<file path="src/rtl/sequence_generator.sv">
// Serial pattern transmitter: shifts a 1-8 bit pattern out MSB-first,
// one bit per BIT_DIV clocks, with optional repeat and a 7-seg countdown.
module sequence_generator #(
  parameter int unsigned BIT_DIV = 1
) (
  input  logic       clk,
  input  logic       rst,
  input  logic       start,
  input  logic [7:0] pattern,
  input  logic [2:0] len,
  input  logic       rpt,
  input  logic       stop,
  output logic       x_out,
  output logic       bit_valid,
  output logic       busy,
  output logic       done,
  output logic [7:0] seg
);

  typedef enum logic {
    IDLE,
    SHIFT
  } state_e;

  localparam logic [7:0] DIV_MAX = 8'(BIT_DIV - 1);

  state_e     state_q;
  logic [7:0] pat_q;
  logic [2:0] len_q;
  logic       rpt_q;
  logic [2:0] bit_idx_q;
  logic [7:0] div_cnt_q;
  logic       stop_pend_q;
  logic       done_q;

  logic       bit_end;
  logic       again;

  assign bit_end = (div_cnt_q == DIV_MAX);
  // a stop seen on the final cycle still ends at this boundary
  assign again   = rpt_q && !stop_pend_q && !stop;

  always_ff @(posedge clk) begin
    if (rst) begin
      state_q     <= IDLE;
      pat_q       <= '0;
      len_q       <= '0;
      rpt_q       <= 1'b0;
      bit_idx_q   <= '0;
      div_cnt_q   <= '0;
      stop_pend_q <= 1'b0;
      done_q      <= 1'b0;
    end else begin
      done_q <= 1'b0;
      unique case (state_q)
        IDLE: begin
          if (start) begin
            pat_q       <= pattern;
            len_q       <= len;
            rpt_q       <= rpt;
            bit_idx_q   <= len;
            div_cnt_q   <= '0;
            stop_pend_q <= 1'b0;
            state_q     <= SHIFT;
          end
        end
        SHIFT: begin
          if (stop) stop_pend_q <= 1'b1;
          if (!bit_end) begin
            div_cnt_q <= div_cnt_q + 8'd1;
          end else begin
            div_cnt_q <= '0;
            if (bit_idx_q != 3'd0) begin
              bit_idx_q <= bit_idx_q - 3'd1;
            end else if (again) begin
              bit_idx_q <= len_q;
            end else begin
              state_q     <= IDLE;
              done_q      <= 1'b1;
              stop_pend_q <= 1'b0;
            end
          end
        end
        default: state_q <= IDLE;
      endcase
    end
  end

  assign busy      = (state_q == SHIFT);
  assign bit_valid = busy;
  assign x_out     = busy ? pat_q[bit_idx_q] : 1'b1;
  assign done      = done_q;

  logic [6:0] digit;

  always_comb begin
    digit = 7'h00;
    unique case (bit_idx_q)
      3'd0: digit = 7'h06;
      3'd1: digit = 7'h5B;
      3'd2: digit = 7'h4F;
      3'd3: digit = 7'h66;
      3'd4: digit = 7'h6D;
      3'd5: digit = 7'h7D;
      3'd6: digit = 7'h07;
      3'd7: digit = 7'h7F;
      default: digit = 7'h00;
    endcase
  end

  assign seg = busy ? {rpt_q, digit} : 8'h40;

endmodule

</file>
<file path="config.mk">
export PLATFORM = sky130hd
export DESIGN_NAME = sequence_generator
export DESIGN_NICKNAME = d
export VERILOG_FILES = /design/src/rtl/sequence_generator.sv
export SDC_FILE = /design/constraint.sdc
export NUM_CORES = 1
export LEC_CHECK = 0
export CORE_UTILIZATION = 40
export DETAILED_ROUTE_END_ITERATION = 16
export PLACE_DENSITY = 0.67
export REMOVE_ABC_BUFFERS = 1
export SLEW_MARGIN = 20
export SYNTH_ARGS = -nofsm -noshare
export SYNTH_HDL_FRONTEND = slang
export SYNTH_SLANG_ARGS = --single-unit
</file>
<file path="constraint.sdc">
create_clock -name clk -period 7 [get_ports clk]
set_clock_uncertainty 0.1 [all_clocks]
set_input_delay 1.75 -clock clk [delete_from_list [all_inputs] [get_ports clk]]
set_output_delay 1.75 -clock clk [all_outputs]
set_load 0.01 [all_outputs]
</file>
== Yosys cells after proc, flatten, opt, wreduce, memory -nomap -nowiden ==
Memories as Yosys holds them, arrays and structs flattened. A register that Yosys moved wholly into a read port is not among the register bits.
Index checks and enable logic that the tools add are counted.

* ROM bits: 56
* Word-level logic and storage cells: 52
* Memories kept: 1
* Input port bits: 16
* Register bits: 26

{| class="wikitable"
|+ Memory list
! name !! depth !! width !! read ports !! clocked after memory_dff !! wr ports !! line !! source
|-
| (name not given) || 8 || 7 || 1 || 1 || 0 || 98 || <nowiki>unique case (bit_idx_q)</nowiki>
|}

* Eq/ne operators: 3
* Reductions and logical operators: 9
* Magnitude comparators: 1
* Multiplexer cells: 26
* Add/sub/neg operators: 2
* Bitwise logic cells: 2

{| class="wikitable"
|+ Operators with widths
! operator !! number
|-
| 8-bit 2-to-1 mux || 3
|-
| 3-bit 2-to-1 mux || 6
|-
| 8-bit one-hot mux with 2 select lines || 1
|-
| 1-bit 2-to-1 mux || 12
|-
| 8-bit by 1-bit adder with 8-bit output (second input constant) || 1
|-
| 8-bit zero test || 1
|-
| 3-bit one-hot mux with 2 select lines || 1
|-
| 3-bit by 4-bit < comparator with 1-bit output (second input constant) || 1
|-
| 1-bit one-hot mux with 2 select lines || 2
|-
| 4-bit OR reduction || 1
|-
| 1-bit binary-select mux with 3-bit select || 1
|-
| 3-bit by 1-bit != test with 1-bit output (second input constant) || 1
|-
| 3-bit AND reduction || 1
|-
| 3-bit nonzero test || 1
|-
| 3-bit by 1-bit subtractor with 3-bit output (second input constant) || 1
|-
| 1-bit logical AND || 2
|-
| 1-bit zero test || 2
|-
| 2-bit by 1-bit != test with 1-bit output (second input constant) || 1
|-
| 2-bit != test (second input constant) || 1
|-
| 1-bit inverter || 2
|-
| 2-bit AND reduction || 1
|}

== Logic depth before layout (Yosys ltp) ==
Gate-level depths: netlist of the first run.

* Word-level depth: 9
* Mapped depth: 10
* Mapped depth without buffers: 10

== Worst setup path before layout of the first run ==
OpenSTA, ideal clock, no wires.

* Kind: input to register
* Start point: input port stop
* End point: register, netlist name digit[2]
* Setup time: 0.134 ns
* Required time: 6.766 ns
* Cell stages on the path: 6
* Buffers on the path: 0
* Arrival time: 3.104 ns
* Setup slack: 3.662 ns
* Cell sequence: nor2_1 a21oi_1 o21a_4 o311ai_4 inv_2 or4b_1

* Word-level cells in the longest chain between the ends: 6

{| class="wikitable"
|+ Ends and longest elaborated chain
! what !! line !! source
|-
| start: declaration || 12 || <nowiki>input logic stop,</nowiki>
|-
| 1-bit zero test || 41 || <nowiki>assign again = rpt_q && !stop_pend_q && !stop;</nowiki>
|-
| 1-bit logical AND || 41 ||
|-
| 3-bit by 1-bit != test with 1-bit output (no line) || -- ||
|-
| 3-bit AND reduction (no line) || -- ||
|-
| 3-bit 2-to-1 mux (no line) (2 in series) || -- ||
|}

Every way passes these cells.
A chain may end at the register's enable or synchronous reset.

== Worst setup path in the final report of the first run ==
* Start point: input port start
* End point: register, netlist name digit[2]

* Word-level cells in the longest chain between the ends: 4

{| class="wikitable"
|+ Ends and longest elaborated chain
! what !! line !! source
|-
| start: declaration || 8 || <nowiki>input logic start,</nowiki>
|-
| 2-bit != test (no line) || -- ||
|-
| 3-bit AND reduction (no line) || -- ||
|-
| 3-bit 2-to-1 mux (no line) (2 in series) || -- ||
|}

Every way passes these cells.

==> flow_summary.yaml, run 1 <==
routing:
  detail_route.wl_per_cell_um: 12.5
  first_pass_iters: 4
  ant_nets: 0
  wl_um: 3280
  drcViolationCount: 0
  vias_per_cell: 5.24
  first_iter_violations: 74
  num_vias: 1374
run:
  cap_violations: 0
setup_path:
  crit_required_ps: 7060
  start_kind: "primary input"
  critical_path_class: "in -> reg"
  cp_cell_sequence: "clkdlybuf4s50_1 -> nand2_1 -> o21a_4 -> o211ai_1 -> or4b_1"
  critPathCaptureType: "flop"
  r2r_cells: 8
  critPathTopFamily: "compound AO/OA/AOI/OAI gates"
  cp_max_fo: 16
  worst-path-buf-inv: 1
  slowest_delay_ps: 550
  arrival_ps: 3920
  cp.depth: 5
  slowest_stage: "o211ai_1"
power_and_ir_drop:
  p_int_uw: 335
  p_sw_share_pct: 27.5
  p_clk_share_pct: 30.7
  p_comb_share_pct: 22.3
  p_seq_share_pct: 47.1
  powerDensity_nw_per_um2: 229
  p_total_uw: 462
  peakVddDrop_v: 0.000102
  leakage_nw: 0.800
  p_sw_uw: 127
yosys:
  synth_xor_xnor_area_share_pct: 0
  synth_top_family_by_area: "simple AND/OR/NAND/NOR gates"
  syn_area_um2: 1630
  postSynthCellCount: 187
  synth_seq_area_share_pct: 40.6
  synth-simple-area-share_pct: 25.3
  syn_area_per_cell_um2: 8.70
  synthArstFlopShare_pct: 0
  synth_mux_area_share_pct: 5.84
  synth_cell_types: 40
  synth_flop_cell: "dfxtp_1"
  synth_fa_ha_area_share_pct: 5.38
  synth_compound_gate_area_share_pct: 18.3
  yosysWarnings: 0
  synth_edf_count: 0
  synth-seq-cells: 33
cts:
  cts_resized: 0
  cts_root_buffer: "clkbuf_8"
  ctsLongestPathBuffers: 2
  numCtsBuffers: 5
  cts_setup_buffers: 0
  cts_sinks: 33
  cts_tree: "built"
  clk_latency_ps: 280
  clk_pin_slew_ps: 60
  cts_hold_buf: 0
  htreeDepth: 2
finish:
  fin_util_pct: 53.5
  num-fill-cells: 351
  diodes: 0
  multi_input_area_um2: 892
  area_delta_synth_final_pct: 24.0
  seqCellArea_um2: 661
  layout-drive-gt1-share_pct: 7.94
  layout_commonest_cell: "dfxtp_1"
  fin_area_um2: 2020
  final_nets: 237
  layout_common_cells: "dfxtp_1, nand2_1, clkdlybuf4s50_1"
timing:
  period_minus_slack_ps: 3860
  totalNegativeSetupSlack_ps: 0
  slew_violations: 0
  finalCritPeriodShare_pct: 55.2
  fmax_mhz: 259
  timing.final.hold_violations: 0
  fin_ws_ps: 3140
  slew_headroom_pct: 41.1
  tightest_slew_ps: 882
  rsz0062_at_grt: "no"
  setup_viol: 0
placement:
  gp_congestion: 0.885
  io_buffers: 27
  dpl_cell_area_um2: 1930
  pre_cts_ws_ps: 2840
  hpwlAfterDp_um: 2330
run_status:
  status: "finished, final reports clean"
grt:
  gr-total-overflow: 0
  grt_pass1_wl_um: 5600
  grt_use_total_pct: 17.2
  antenna_found_initial: 0
  grt_pass1_vias: 1276
  grt_max_degree: 29
die:
  die-area_um2: 4330
  initial_core_util_pct: 43.2
  die-height_um: 65.8
  ios: 28
  core-area_um2: 3770
  dieWidth_um: 65.8
  rows: 22
hold_path:
  holdPathStages: 2
  holdCritPathClass: "reg -> reg"
## state kept, by name, summed over array words and instances, names as in the netlist
| signal | count |
|---|---|
| digit | 7 |
| bit_idx_q | 3 |
| rpt_q | 1 |
| stop_pend_q | 1 |
| len_q | 3 |
| pat_q | 8 |
| done | 1 |
| div_cnt_q | 8 |
| bit_valid | 1 |
## per-stage QoR
| step | hold WS, ps | cells |
|---|---|---|
| after global routing | 384 | 262 |
| after detailed placement | 349 | 255 |
| after global placement | 343 | 255 |
| after floorplan | 326 | 179 |
| after CTS | 357 | 262 |
| final | 355 | 262 |
## path summary, 6_finish.rpt
kind | startpoint | slack (ps) | to
hold reg to reg | pat_q[4] | 360 | pat_q[4]
setup / recovery | start | 3140 | digit[2]
setup reg to reg | bit_valid | 4120 | digit[3]
hold / removal | pat_q[4] | 360 | pat_q[4]
## worst register-to-register path: stages (launching register included)
cell and delay [ps]:
dfxtp_1 770, inv_1 250, nand2_1 470, o21a_4 250, mux2i_1 340, or2_2 200, ha_1 240, inv_1 80
mux2i_1 60
## power by group through the flow
| stage | logic (mW) | clock network (mW) | registers, mW |
|---|---|---|---|
| final | 0.103 | 0.142 | 0.217 |
| after global routing | 0.113 | 0.156 | 0.220 |
| after CTS | 0.103 | 0.145 | 0.218 |
| after detailed placement | 0.103 | 0 | 0.222 |
| after global placement | 0.0995 | 0 | 0.222 |
| after floorplan | 0.0629 | 0 | 0.219 |
## final cells by class
cell class              count  area share (%)
clock buffers               7            4.28
inverters                  11            2.05
repair buffers             28            13.8
well taps                  48            2.98
multi-input cells         135            44.2
flip-flops and latches     33            32.7
## per-layer routing
| layer | vias up | track usage, % | share of wire [%] |
|---|---|---|---|
| met5 | - | 0 | 0 |
| met4 | 0 | 8.97 | 1.9 |
| met3 | 6 | 3.62 | 4.4 |
| met2 | 39 | 27.2 | 46 |
| met1 | 628 | 21.8 | 48 |
| li1 | 701 | - | - |
## Yosys cell counts, types with 2 or more instances
cell type,count,area share (%)
dfxtp_1,33,41
nand2_1,31,7.1
a21oi_1,19,5.8
nor2_1,13,3.0
inv_1,10,2.3
and2_1,8,3.1
clkbuf_1,7,1.6
ha_1,7,5.4
o21ai_0,6,1.8
mux2i_1,5,3.1
nand3b_1,5,2.3
a311oi_1,3,1.6
and3_1,3,1.2
nand2b_1,3,1.2
nor2b_1,3,1.2
o211ai_1,3,1.4
a41oi_1,2,1.1
mux4_2,2,2.8
nand3_1,2,0.61
or2_2,2,0.77
## cell families after synthesis
| family | count (synthesis) |
|---|---|
| AND/OR/NAND/NOR | 78 |
| adder cells (fa/ha/maj) | 7 |
| flip-flops | 33 |
| multiplexers | 7 |
| buffers and inverters | 19 |
| AO/OA/AOI/OAI | 43 |
Power figures use the tool's default switching activity.
==> inputs of run 2 (changes only) <==
==> constraint.sdc (replaced) <==
create_clock -name clk -period 4 [get_ports clk]
set_clock_uncertainty 0.1 [all_clocks]
set_input_delay 1 -clock clk [delete_from_list [all_inputs] [get_ports clk]]
set_output_delay 1 -clock clk [all_outputs]
set_load 0.01 [all_outputs]
==> flow_summary.yaml, run 2 (synthesized netlist as in run 1, its figures left out) <==
timing:
  tightest_slew_ps: 827
  period_minus_slack_ps: 3090
  setup_viol: 0
  finalCritPeriodShare_pct: 77.2
  timing.final.hold_violations: 0
  slew_headroom_pct: 44.7
  rsz0062_at_grt: "no"
  fmax_mhz: 324
  slew_violations: 0
  totalNegativeSetupSlack_ps: 0
routing:
  ant_nets: 0
  vias_per_cell: 5.27
  met2_length_um: 1520
  num_vias: 1392
  wl_um: 3320
  wl_met1_um: 1550
  drcViolationCount: 0
  first_pass_iters: 4
  first_iter_violations: 64
  routed.top_layer: "met4"
  detail_route.wl_per_cell_um: 12.6
  routed-wl-met3_um: 215
placement:
  dpl_cell_area_um2: 1940
  gp_congestion: 0.904
  io_buffers: 27
  hpwlAfterDp_um: 2410
finish:
  final_nets: 238
  area_delta_synth_final_pct: 27.4
  fin_util_pct: 55.0
  num-fill-cells: 341
  fin_area_um2: 2070
  diodes: 0
  layout-drive-gt1-share_pct: 9.26
  layout_commonest_cell: "dfxtp_1"
  layout_common_cells: "dfxtp_1, nand2_1, clkdlybuf4s50_1"
cts:
  cts_root_buffer: "clkbuf_8"
  clk_pin_slew_ps: 70
  cts_hold_buf: 0
  ctsLongestPathBuffers: 2
  numCtsBuffers: 5
  htreeDepth: 2
  cts_sinks: 33
  clk_latency_ps: 280
  cts_tree: "built"
  cts_setup_buffers: 0
  cts_resized: 0
setup_path:
  r2r_slack_ps: 1130
  critical_path_class: "in -> reg"
  crit_required_ps: 4060
  r2r_cells: 8
  r2r_end: "digit[3]"
  critPathCaptureType: "flop"
  cp_cell_sequence: "clkdlybuf4s50_1 -> nand2_1 -> o21a_4 -> o311ai_4 -> inv_2 -> or4b_1"
  slowest_delay_ps: 520
  worstReg2RegStart: "bit_valid"
  slowest_stage: "clkdlybuf4s50_1"
  cp-startpoint: "start"
  crit_end: "digit[2]"
  arrival_ps: 3150
  cp_max_fo: 16
  start_kind: "primary input"
hold_path:
  holdCritPathClass: "reg -> reg"
  min_from: "pat_q[7]"
power_and_ir_drop:
  p_comb_share_pct: 19.4
  peakVddDrop_v: 0.000330
  powerDensity_nw_per_um2: 447
  leakage_nw: 0.828
  p_sw_uw: 229
  p_clk_share_pct: 39.5
  p_total_uw: 927
  p_sw_share_pct: 24.7
  p_seq_share_pct: 41.1
  p_int_uw: 698
grt:
  grt_pass1_wl_um: 5870
  grt_pass1_vias: 1324
  grt_use_total_pct: 18.0
  antenna_found_initial: 0
  grt_max_degree: 25
  gr-total-overflow: 0
die:
  dieWidth_um: 65.8
  core-area_um2: 3770
  die-height_um: 65.8
  rows: 22
  ios: 28
  die-area_um2: 4330
  initial_core_util_pct: 43.2
run:
  cap_violations: 0
run_status:
  status: "finished, final reports clean"
-- run 2: cell count changes in the layout (fill, tap and decap cells not counted) --
| cell | previous run | this run |
|---|---|---|
| buf_4 | 1 | 2 |
| clkbuf_1 | 1 | 0 |
| bufinv_16 | 0 | 2 |
| clkinv_2 | 0 | 1 |
| clkbuf_8 | 6 | 5 |
-- run 2: cell type report --
| type | instances | area [um^2] | share of cell area, % |
|---|---|---|---|
| repair buffers | 29 | 285 | 13.8 |
| multi-input cells | 135 | 892 | 43.0 |
| clock inverters | 3 | 65.1 | 3.14 |
| inverters | 11 | 41.3 | 1.99 |
| clock buffers | 5 | 68.8 | 3.32 |
| flip-flops and latches | 33 | 661 | 31.9 |
| well taps | 48 | 60.1 | 2.90 |
-- run 2: power by group through the flow --
stage | clock [mW] | combinational (mW) | sequential, mW
finish | 0.367 | 0.180 | 0.381
detailed placement | 0 | 0.180 | 0.388
global placement | 0 | 0.176 | 0.388
floorplan | 0 | 0.110 | 0.383
global route | 0.392 | 0.200 | 0.386
CTS | 0.375 | 0.181 | 0.381
-- run 2: through the flow --
stage	hold slack (ps)	setup WS (ps)	std cells
CTS	360	900	264
global route	381	780	264
detailed placement	349	587	256
global placement	347	706	256
floorplan	326	1410	179
finish	360	910	264
-- run 2: per-layer routing --
layer	vias to the layer above	global-route usage (%)
li1	702	-
met1	630	22.8
met2	55	28.6
met3	5	4.66
met5	-	0
met4	0	7.61
-- run 2: how the worst min path moves through the flow --
stage	end	slack (ps)	cells after the start
after floorplan	len_q[0]	330	2
after global placement	pat_q[7]	350	2
after detailed placement	pat_q[7]	350	2
after CTS	len_q[1]	360	2
after global routing	len_q[1]	380	2
final	pat_q[7]	360	2
-- run 2: worst max-delay path, delay by kind of cell --
family                 cells  cell delay [ps]
AO/OA/AOI/OAI              2              690
buffers and inverters      2              600
AND/OR/NAND/NOR            2              860
